===== src/rtl/ci_fft_sequencer.sv =====
// Frame sequencer between ADC capture and a 16-point FFT core: buffers samples,
// paces new-data strobes, and indexes the output bins into frames.
module ci_fft_sequencer #(
    parameter int ADC_W      = 12,
    parameter int NPTS       = 16,
    parameter int NPTS_LOG2  = 4,
    parameter int FIFO_DEPTH = 4,
    parameter int OFFSET_BIN = 1
) (
    input  logic                 clk,
    input  logic                 reset,
    input  logic                 enable,
    input  logic                 err_clr,
    input  logic                 adc_valid,
    input  logic [ADC_W-1:0]     adc_data,
    output logic                 fft_nd,
    output logic [2*ADC_W-1:0]   fft_x,
    input  logic                 fft_out_nd,
    input  logic [2*ADC_W-1:0]   fft_out_x,
    input  logic                 fft_overflow,
    output logic                 bin_valid,
    output logic [NPTS_LOG2-1:0] bin_idx,
    output logic [ADC_W-1:0]     bin_re,
    output logic [ADC_W-1:0]     bin_im,
    output logic                 frame_done,
    output logic [7:0]           frame_cnt,
    output logic                 busy,
    output logic                 err_drop,
    output logic                 err_ovf
);

    localparam int AW = $clog2(FIFO_DEPTH);
    localparam logic [AW:0]          FIFO_FULL = (AW+1)'(FIFO_DEPTH);
    localparam logic [NPTS_LOG2-1:0] LAST_IDX  = NPTS_LOG2'(NPTS - 1);

    typedef enum logic [0:0] {
        ST_IDLE = 1'b0,
        ST_FEED = 1'b1
    } state_t;

    state_t               state_r;
    state_t               state_next_s;
    logic [ADC_W-1:0]     fifo_mem_r [FIFO_DEPTH];
    logic [AW-1:0]        wr_ptr_r;
    logic [AW-1:0]        rd_ptr_r;
    logic [AW:0]          count_r;
    logic                 empty_s;
    logic                 full_s;
    logic                 pop_s;
    logic                 push_s;
    logic                 drop_s;
    logic                 gap_r;
    logic [NPTS_LOG2-1:0] feed_cnt_r;
    logic [NPTS_LOG2-1:0] bin_cnt_r;

    // Offset-binary to two's complement: flipping the MSB recentres the range on zero.
    function automatic logic [ADC_W-1:0] conv_sample(input logic [ADC_W-1:0] s);
        logic [ADC_W-1:0] r;
        if (OFFSET_BIN != 0) begin
            r = {~s[ADC_W-1], s[ADC_W-2:0]};
        end else begin
            r = s;
        end
        return r;
    endfunction

    assign empty_s = (count_r == '0);
    assign full_s  = (count_r == FIFO_FULL);

    // Pop/push/drop decisions; a pop in the same cycle frees a slot for a full FIFO.
    always_comb begin
        pop_s  = 1'b0;
        push_s = 1'b0;
        drop_s = 1'b0;
        if ((state_r == ST_FEED) && !empty_s && !gap_r) begin
            pop_s = 1'b1;
        end else begin
            pop_s = 1'b0;
        end
        if (adc_valid && (!full_s || pop_s)) begin
            push_s = 1'b1;
        end else if (adc_valid) begin
            drop_s = 1'b1;
        end else begin
            push_s = 1'b0;
        end
    end

    // Next state: a stop request only takes effect on the last pop of a frame.
    always_comb begin
        state_next_s = state_r;
        case (state_r)
            ST_IDLE: begin
                if (enable) begin
                    state_next_s = ST_FEED;
                end else begin
                    state_next_s = ST_IDLE;
                end
            end
            ST_FEED: begin
                if (pop_s && (feed_cnt_r == LAST_IDX) && !enable) begin
                    state_next_s = ST_IDLE;
                end else begin
                    state_next_s = ST_FEED;
                end
            end
            default: state_next_s = ST_IDLE;
        endcase
    end

    // State register and busy flag, registered from the next state.
    always_ff @(posedge clk or posedge reset) begin
        if (reset) begin
            state_r <= ST_IDLE;
            busy    <= 1'b0;
        end else begin
            state_r <= state_next_s;
            busy    <= (state_next_s == ST_FEED);
        end
    end

    // Sample FIFO storage and pointers; no bypass path from push to pop.
    always_ff @(posedge clk or posedge reset) begin
        if (reset) begin
            for (int i = 0; i < FIFO_DEPTH; i++) begin
                fifo_mem_r[i] <= '0;
            end
            wr_ptr_r <= '0;
            rd_ptr_r <= '0;
            count_r  <= '0;
        end else begin
            if (push_s) begin
                fifo_mem_r[wr_ptr_r] <= adc_data;
                wr_ptr_r             <= wr_ptr_r + AW'(1);
            end
            if (pop_s) begin
                rd_ptr_r <= rd_ptr_r + AW'(1);
            end
            case ({push_s, pop_s})
                2'b10:   count_r <= count_r + (AW+1)'(1);
                2'b01:   count_r <= count_r - (AW+1)'(1);
                default: count_r <= count_r;
            endcase
        end
    end

    // Core feed: the gap flag blocks the pop right after a strobe.
    always_ff @(posedge clk or posedge reset) begin
        if (reset) begin
            fft_nd     <= 1'b0;
            fft_x      <= '0;
            gap_r      <= 1'b0;
            feed_cnt_r <= '0;
        end else begin
            fft_nd <= pop_s;
            gap_r  <= pop_s;
            if (pop_s) begin
                fft_x      <= {conv_sample(fifo_mem_r[rd_ptr_r]), {ADC_W{1'b0}}};
                feed_cnt_r <= feed_cnt_r + NPTS_LOG2'(1);
            end
        end
    end

    // Output bin indexing and frame counting, independent of the feed state.
    always_ff @(posedge clk or posedge reset) begin
        if (reset) begin
            bin_valid  <= 1'b0;
            bin_idx    <= '0;
            bin_re     <= '0;
            bin_im     <= '0;
            frame_done <= 1'b0;
            frame_cnt  <= 8'd0;
            bin_cnt_r  <= '0;
        end else begin
            bin_valid  <= fft_out_nd;
            frame_done <= fft_out_nd && (bin_cnt_r == LAST_IDX);
            if (fft_out_nd) begin
                bin_re    <= fft_out_x[2*ADC_W-1:ADC_W];
                bin_im    <= fft_out_x[ADC_W-1:0];
                bin_idx   <= bin_cnt_r;
                bin_cnt_r <= bin_cnt_r + NPTS_LOG2'(1);
                if (bin_cnt_r == LAST_IDX) begin
                    frame_cnt <= frame_cnt + 8'd1;
                end
            end
        end
    end

    // Sticky error flags; a new event outranks a simultaneous clear.
    always_ff @(posedge clk or posedge reset) begin
        if (reset) begin
            err_drop <= 1'b0;
            err_ovf  <= 1'b0;
        end else begin
            if (drop_s) begin
                err_drop <= 1'b1;
            end else if (err_clr) begin
                err_drop <= 1'b0;
            end
            if (fft_overflow) begin
                err_ovf <= 1'b1;
            end else if (err_clr) begin
                err_ovf <= 1'b0;
            end
        end
    end

endmodule

===== config.mk =====
export PLATFORM = sky130hd
export DESIGN_NAME = ci_fft_sequencer
export DESIGN_NICKNAME = d
export VERILOG_FILES = /design/src/rtl/ci_fft_sequencer.sv
export SDC_FILE = /design/constraint.sdc
export NUM_CORES = 1
export LEC_CHECK = 0
export BUFFER_PORTS_ARGS = -buffer_cell sky130_fd_sc_hd__clkbuf_2
export CAP_MARGIN = 20
export CORE_UTILIZATION = 46
export CTS_CLUSTER_SIZE = 14
export DETAILED_ROUTE_END_ITERATION = 12
export PLACE_DENSITY = 0.69
export SLEW_MARGIN = 25
export SYNTH_ARGS = -nofsm -noshare
export SYNTH_HDL_FRONTEND = slang
export SYNTH_SLANG_ARGS = --single-unit
export TNS_END_PERCENT = 20

===== constraint.sdc =====
create_clock -name clk -period 4.65 [get_ports clk]
set_input_delay 0.6975 -clock clk [delete_from_list [all_inputs] [get_ports clk]]
set_output_delay 0.6975 -clock clk [all_outputs]
set_load 0.01 [all_outputs]

## Word-level counts from Yosys, hierarchy flattened

Cells that the tools add are included.

| word-level totals | value |
|---|---|
| flip-flop bits (word level) | 117 |
| bits of input ports | 43 |
| output and inout bits | 66 |
| word-level logic and storage cells | 73 |

| cells by class | value |
|---|---|
| muxes and demuxes | 17 |
| add/subtract/negate cells | 7 |
| eq/ne operators | 5 |
| reductions and logical operators | 17 |
| magnitude comparators | 3 |
| bitwise operators | 4 |

Operators with widths:

| kind | number |
|---|---|
| bitwise mux 48 bit | 1 |
| 2-to-1 mux 12 bit | 3 |
| binary-select mux 12 bit (select 2 bit) | 1 |
| demux 12 bit (select 2 bit) | 1 |
| 2-to-1 mux 1 bit | 9 |
| adder 4 x 1 -> 4 bit (second input constant) | 2 |
| adder 8 x 1 -> 8 bit (second input constant) | 1 |
| equality test 4 bit (second input constant) | 2 |
| logical AND 1 bit | 7 |
| >= comparator 3 bit (second input constant) | 2 |
| inverter 2 -> 3 bit | 2 |
| one-hot mux 3 bit (2 select lines) | 1 |
| nonzero test 2 bit | 3 |
| adder 2 x 1 -> 2 bit (second input constant) | 2 |
| zero test 1 bit | 4 |
| adder 3 x 1 -> 3 bit (second input constant) | 1 |
| equality test 3 bit (second input constant) | 1 |
| zero test 3 bit | 1 |
| < comparator 3 x 1 -> 1 bit (second input constant) | 1 |
| subtractor 3 x 1 -> 3 bit (second input constant) | 1 |
| equality test 2 x 1 -> 1 bit (second input constant) | 1 |
| equality test 2 bit (second input constant) | 1 |
| inverter 1 bit | 2 |
| one-hot mux 1 bit (2 select lines) | 1 |
| other kinds (2) | 2 |

## Depth between registers and ports, before layout

| depth | value |
|---|---|
| word-level depth | 10 |
| depth in mapped cells | 10 |
| mapped depth without buffers | 9 |

## Worst setup path before layout

OpenSTA, ideal clock, no wires.

| timing | value |
|---|---|
| path kind | reg2reg |
| from | reg gap_r |
| to | reg count_r[2] |
| stages on the path, launching flop included | 11 |
| setup time | 79 ps |
| setup slack | 2477 ps |
| path buffers | 2 |
| data arrival time | 2094 ps |
| path through | dfrtp_1 nand2b_1 buf_4 nor2_4 buf_6 ha_1 inv_1 fa_1 xor2_1 nor2_1 xor2_1 |

| on the way | value |
|---|---|
| word-level cells in the longest chain between the ends | 8 |
| elaborated cells between the ends (all ways) | 10 |
| classes of those cells | eq/ne: 2; mux: 3; reduce/logical: 5 |

Ends and longest elaborated chain:

| element | line | source |
|---|---|---|
| start, declared | 52 | `logic gap_r;` |
| start signal, assigned | 156 | `gap_r <= pop_s;` |
| zero test 1 bit (*) | 75 | `if ((state_r == ST_FEED) && !empty_s && !gap_r) begin` |
| logical AND 1 bit (*) | 75 |  |
| 2-to-1 mux 1 bit (*) | 75 |  |
| named net pop_s | 49 | `logic pop_s;` |
| logical OR 1 bit | 80 | `if (adc_valid && (!full_s \|\| pop_s)) begin` |
| logical AND 1 bit | 80 |  |
| 2-to-1 mux 1 bit | 80 |  |
| equality test 2 x 1 -> 1 bit / equality test 2 bit (equally long branches) | 139 | `case ({push_s, pop_s})` |
| one-hot mux 3 bit (2 select lines) / nonzero test 2 bit (equally long branches) | -- |  |
| end signal, assigned | 140 | `2'b10: count_r <= count_r + (AW+1)'(1);` |
| end signal, assigned | 141 | `2'b01: count_r <= count_r - (AW+1)'(1);` |
| end signal, assigned | 142 | `default: count_r <= count_r;` |
| end, declared | 46 | `logic [AW:0] count_r;` |

Mark *: on every way through the listed nets, which the timed path passes. The rest lies on a longest branch.
A chain may end at the register's enable or synchronous reset.

## Worst setup path in the final report

| timing | value |
|---|---|
| from | reg gap_r |
| to | reg count_r[2] |

| on the way | value |
|---|---|
| word-level cells in the longest chain between the ends | 8 |
| elaborated cells between the ends (all ways) | 10 |
| classes of those cells | eq/ne: 2; mux: 3; reduce/logical: 5 |

Ends and longest elaborated chain:

| element | line |
|---|---|
| zero test 1 bit (*) | 75 |
| logical AND 1 bit (*) | 75 |
| 2-to-1 mux 1 bit (*) | 75 |
| logical OR 1 bit | 80 |
| logical AND 1 bit | 80 |
| 2-to-1 mux 1 bit | 80 |
| equality test 2 x 1 -> 1 bit / equality test 2 bit (equally long branches) | 139 |
| one-hot mux 3 bit (2 select lines) / nonzero test 2 bit (equally long branches) | -- |

Every way passes the cells marked *; elsewhere a longest branch is shown, timed or not.

==> impl_results.html <==
<table>
<tr><th>Metric</th><th>Value</th></tr>
<tr><th colspan="2">Run status</th></tr>
<tr><td>Outcome</td><td>finished clean</td></tr>
<tr><th colspan="2">Pwr</th></tr>
<tr><td>Proportion of power drawn by the clock network</td><td>32.3%</td></tr>
<tr><td>Power density of the placed cells</td><td>approximately 700 nW/um^2</td></tr>
<tr><td>Part of the power in registers</td><td>38.8%</td></tr>
<tr><td>Worst vdd rail ir drop</td><td>0.341 mV</td></tr>
<tr><td>Sw power</td><td>1260 uW</td></tr>
<tr><td>Standby leakage power</td><td>0.00292 uW</td></tr>
<tr><td>Switching power as a share of total power</td><td>28.2%</td></tr>
<tr><td>Cell Int Power</td><td>between 3000 and 4000 uW</td></tr>
<tr><td>Combinational group share of total power</td><td>29.0%</td></tr>
<tr><th colspan="2">Place</th></tr>
<tr><td>HPWL reported at the end of detailed placement</td><td>5720 um</td></tr>
<tr><td>PortBufs</td><td>96</td></tr>
<tr><td>Routability congestion estimate</td><td>between 0.7 and 0.8</td></tr>
<tr><th colspan="2">Setup path</th></tr>
<tr><td>CP arrival</td><td>3080 ps</td></tr>
<tr><td>Critical path launch point type</td><td>register</td></tr>
<tr><td>Worst setup path startpoint</td><td>gap_r</td></tr>
<tr><td>Crit-path cells</td><td>nand2b_1, nor2_4, ha_1, inv_1, fa_1, xor2_1, nor2_1, xor2_1</td></tr>
<tr><td>Stage delay of the slowest cell on the critical path</td><td>approximately 630 ps</td></tr>
<tr><td>Setup slack of the most critical reg-to-reg path</td><td>around 2000 ps</td></tr>
<tr><td>Required time at the worst-slack endpoint</td><td>5080 ps</td></tr>
<tr><td>Cell with the biggest individual delay on the critical path</td><td>sky130_fd_sc_hd__nor2_4</td></tr>
<tr><td>Highest fanout seen on the critical path</td><td>16</td></tr>
<tr><td>Critical Path End</td><td>count_r[2]</td></tr>
<tr><td>Cell type with the highest occurrence count on the critical path</td><td>sky130_fd_sc_hd__xor2_1</td></tr>
<tr><td>Critical path type</td><td>register to register</td></tr>
<tr><td>Reg2Reg Depth</td><td>8</td></tr>
<tr><td>Critical R2R Launch</td><td>gap_r</td></tr>
<tr><td>Type of destination of the critical path</td><td>register</td></tr>
<tr><td>Reg-to-Reg End</td><td>count_r[2]</td></tr>
<tr><th colspan="2">Finish</th></tr>
<tr><td>Commonest non-fill, non-tap cell in the layout</td><td>sky130_fd_sc_hd__dfrtp_1</td></tr>
<tr><td>Number of filler cells placed in the layout</td><td>822</td></tr>
<tr><td>Most used cells in the layout excluding fill and tap cells</td><td>117 x sky130_fd_sc_hd__dfrtp_1, 96 x sky130_fd_sc_hd__clkbuf_2, 81 x sky130_fd_sc_hd__mux2_2</td></tr>
<tr><td>Utilization of the core after routing</td><td>between 50% and 60%</td></tr>
<tr><td>N_diodes</td><td>0</td></tr>
<tr><td>Fraction of final layout cells with drive strength greater than 1</td><td>52.7%</td></tr>
<tr><td>Count of nets after finishing</td><td>483</td></tr>
<tr><td>Layout-stage area growth over the synthesis result</td><td>23.2%</td></tr>
<tr><th colspan="2">CTS</th></tr>
<tr><td>Clock input transition at the sequential cells of the worst setup and hold paths</td><td>roughly 50 ps</td></tr>
<tr><td>Source-to-sink clock delay at the later pin of the worst-skew pair</td><td>510 ps</td></tr>
<tr><td>H-tree depth</td><td>4</td></tr>
<tr><td>Num Clock Sinks</td><td>117</td></tr>
<tr><td>Post-CTS repair timing setup buffer count</td><td>0</td></tr>
<tr><td>Number of CTS-inserted buffers</td><td>17</td></tr>
<tr><td>Clock root buffer</td><td>sky130_fd_sc_hd__clkbuf_8</td></tr>
<tr><td>TritonCTS clock tree</td><td>built</td></tr>
<tr><td>Post_cts resized</td><td>0</td></tr>
<tr><td>Longest Clk Path Bufs</td><td>2</td></tr>
<tr><td>Total of hold buffers inserted after clock tree synthesis</td><td>0</td></tr>
<tr><th colspan="2">Yosys</th></tr>
<tr><td>Fraction of synthesis flops using an asynchronous set or reset pin</td><td>100%</td></tr>
<tr><td>Number of unique standard cell types used by synthesis</td><td>31</td></tr>
<tr><td>Total of warnings raised by yosys</td><td>0</td></tr>
<tr><td>Share of synthesized area occupied by flip-flops and latches</td><td>58.0%</td></tr>
<tr><td>Adder and majority gate portion of the synthesized area</td><td>2.38%</td></tr>
<tr><td>Mean instance size in the synthesized netlist</td><td>15.4 um^2</td></tr>
<tr><td>Number of synthesized register bits</td><td>117</td></tr>
<tr><td>Fraction of the mapped netlist area in compound gates</td><td>1.64%</td></tr>
<tr><td>Share of synthesized area spent on multiplexers</td><td>a little over a quarter</td></tr>
<tr><td>Post-synthesis simple-gate area fraction</td><td>approximately 3.6%</td></tr>
<tr><td>Dominant register cell in the synthesized netlist</td><td>sky130_fd_sc_hd__dfrtp_1</td></tr>
<tr><td>Post-Synth XOR/XNOR Area</td><td>3.30%</td></tr>
<tr><td>Main combinational cell family by area after synthesis</td><td>multiplexers</td></tr>
<tr><td>Synthesized instance count</td><td>327</td></tr>
<tr><td>Mapped cell area</td><td>roughly 5000 um^2</td></tr>
<tr><td>Number of enable flip-flop cells after synthesis</td><td>0</td></tr>
<tr><th colspan="2">Routing</th></tr>
<tr><td>Total Routed Length</td><td>8920 um</td></tr>
<tr><td>Antenna-violating nets left</td><td>0</td></tr>
<tr><td>DR WL/cell</td><td>15.4 um</td></tr>
<tr><td>DRC Markers</td><td>0</td></tr>
<tr><td>Total via count after detailed routing</td><td>around 2900</td></tr>
<tr><td>DR vias/cell</td><td>around 5</td></tr>
<tr><td>Detailed-router iteration count before antenna repair</td><td>4</td></tr>
<tr><td>DRC violation total after the first TritonRoute iteration</td><td>105</td></tr>
<tr><th colspan="2">STA</th></tr>
<tr><td>Worst slew margin relative to its limit</td><td>between 40 and 50%</td></tr>
<tr><td>Total count of hold-check failures in the final report</td><td>0</td></tr>
<tr><td>Total Neg Setup Slack</td><td>0 ps</td></tr>
<tr><td>Fmax achieved</td><td>0.378 GHz</td></tr>
<tr><td>Count of final max-slew check failures</td><td>0</td></tr>
<tr><td>Minimum period implied by the final worst setup slack</td><td>2650 ps</td></tr>
<tr><td>Clock Skew</td><td>6.70 ps</td></tr>
<tr><td>Fin crit share</td><td>between 50% and 60%</td></tr>
<tr><td>Unrepaired setup endpoints after global routing</td><td>no</td></tr>
<tr><td>Final setup violation count</td><td>0</td></tr>
<tr><td>Actual transition at the worst max-transition pin</td><td>880 ps</td></tr>
<tr><th colspan="2">Global route</th></tr>
<tr><td>Number of antenna violations at the first check in global routing</td><td>0</td></tr>
<tr><td>Pin count of the biggest net entering global routing</td><td>81</td></tr>
<tr><td>Number of global-route vias before repair</td><td>3047</td></tr>
<tr><td>First-pass GRT wire length</td><td>15000 um</td></tr>
<tr><td>Overall fraction of global-route tracks in use</td><td>roughly 18%</td></tr>
<tr><td>Remaining global-route overflow</td><td>0</td></tr>
<tr><th colspan="2">Floorplan</th></tr>
<tr><td>Standard-cell rows</td><td>37</td></tr>
<tr><td>Die boundary width</td><td>107 um</td></tr>
<tr><td>Core Footprint</td><td>10500 um^2</td></tr>
<tr><td>Die area</td><td>11400 um^2</td></tr>
<tr><td>Die Y-Extent</td><td>107 um</td></tr>
<tr><td>Top Ports</td><td>109</td></tr>
<tr><td>Initial Util</td><td>48.2%</td></tr>
<tr><th colspan="2">Worst hold path</th></tr>
<tr><td>Kind of path behind the tightest hold check</td><td>input pin to asynchronous set/reset pin</td></tr>
<tr><th colspan="2">Run</th></tr>
<tr><td>Reported max-cap violation count</td><td>0</td></tr>
</table>
## logic make-up after synthesis
logic type               after synthesis
flip-flops                           117
multiplexers                         103
buffers and inverters                 36
AND/OR/NAND/NOR                       32
XOR/XNOR                              19
AO/OA/AOI/OAI                         10
adder cells (fa/ha/maj)                9
other                                  1
## registers in the layout, summed over array words and instances (netlist names), 4 cells and up
signal and flops:
feed_cnt_r 4, frame_cnt 8, bin_cnt_r 4, bin_re 12, fifo_mem_r 48, bin_im 12, bin_idx 4, fft_x 12
## per-stage QoR
step | worst slack [ps] | hold WS (ps) | total power, uW | cell area, um^2 | std cells
final | 2000 | 317 | 4480 | 6220 | 580
after CTS | 2000 | 347 | 4530 | 6220 | 580
after global routing | 1850 | 359 | 4750 | 6220 | 580
after global placement | 2140 | 457 | 3010 | 5560 | 548
after floorplan | 852 | 442 | 2770 | 5090 | 338
after detailed placement | 2030 | 468 | 3070 | 5560 | 548
## area by class of cell
| cell class | count | area, um^2 | share of cell area, % |
|---|---|---|---|
| Clock buffer | 22 | 453 | 7.28 |
| Clock inverter | 10 | 200 | 3.22 |
| Inverter | 10 | 42.5 | 0.684 |
| Multi-Input combinational cell | 185 | 1910 | 30.8 |
| Sequential cell | 117 | 2930 | 47.1 |
| Tap cell | 136 | 170 | 2.74 |
| Timing Repair Buffer | 100 | 510 | 8.21 |
## synthesized netlist by cell type (all sizes together) (2+ instances only)
cell type / number / area [um^2]
dfrtp: 117 / 2930
mux2: 90 / 1040
buf: 26 / 209
mux4: 12 / 270
xor2: 12 / 105
nand2: 11 / 41.3
inv: 10 / 37.5
ha: 8 / 100
xnor2: 7 / 61.3
a31oi: 5 / 46.3
nand3: 5 / 25.0
nor2: 4 / 30.0
nor3: 4 / 31.3
nand4: 3 / 18.8
nand2b: 2 / 12.5
nor3b: 2 / 15.0
o31ai: 2 / 15.0
## layer usage
metal  share of wire (%)  track usage (%)  wire, um
met5                   0                0         0
met1                  44             22.1      3960
met2                  47             27.0      4230
met3                 7.0             6.75       625
met4                 1.1             7.53        97
## how the worst min path moves through the flow
stage                         end          start  slack (ps)
CTS                       err_ovf   fft_overflow         350
finish                 bin_im[10]          reset         320
detailed placement   frame_cnt[7]   frame_cnt[7]         470
global route              err_ovf   fft_overflow         360
floorplan           feed_cnt_r[3]  feed_cnt_r[3]         440
global placement    feed_cnt_r[3]  feed_cnt_r[3]         460
## critical path: cells and delay by family, from the launching register on
family	cells	cell delay, ps
xor+xnor	2	300
fa+ha+maj	2	680
simple gates	3	1150
buf+inv	1	60
flops	1	370
## power by group through the flow
stage / logic (uW) / clock network [uW] / registers (uW)
after global routing: 1430 / 1520 / 1800
after global placement: 1280 / 0 / 1740
after CTS: 1320 / 1470 / 1740
after floorplan: 1090 / 0 / 1680
final: 1300 / 1440 / 1740
after detailed placement: 1310 / 0 / 1760
Power figures use the tool's default switching activity.
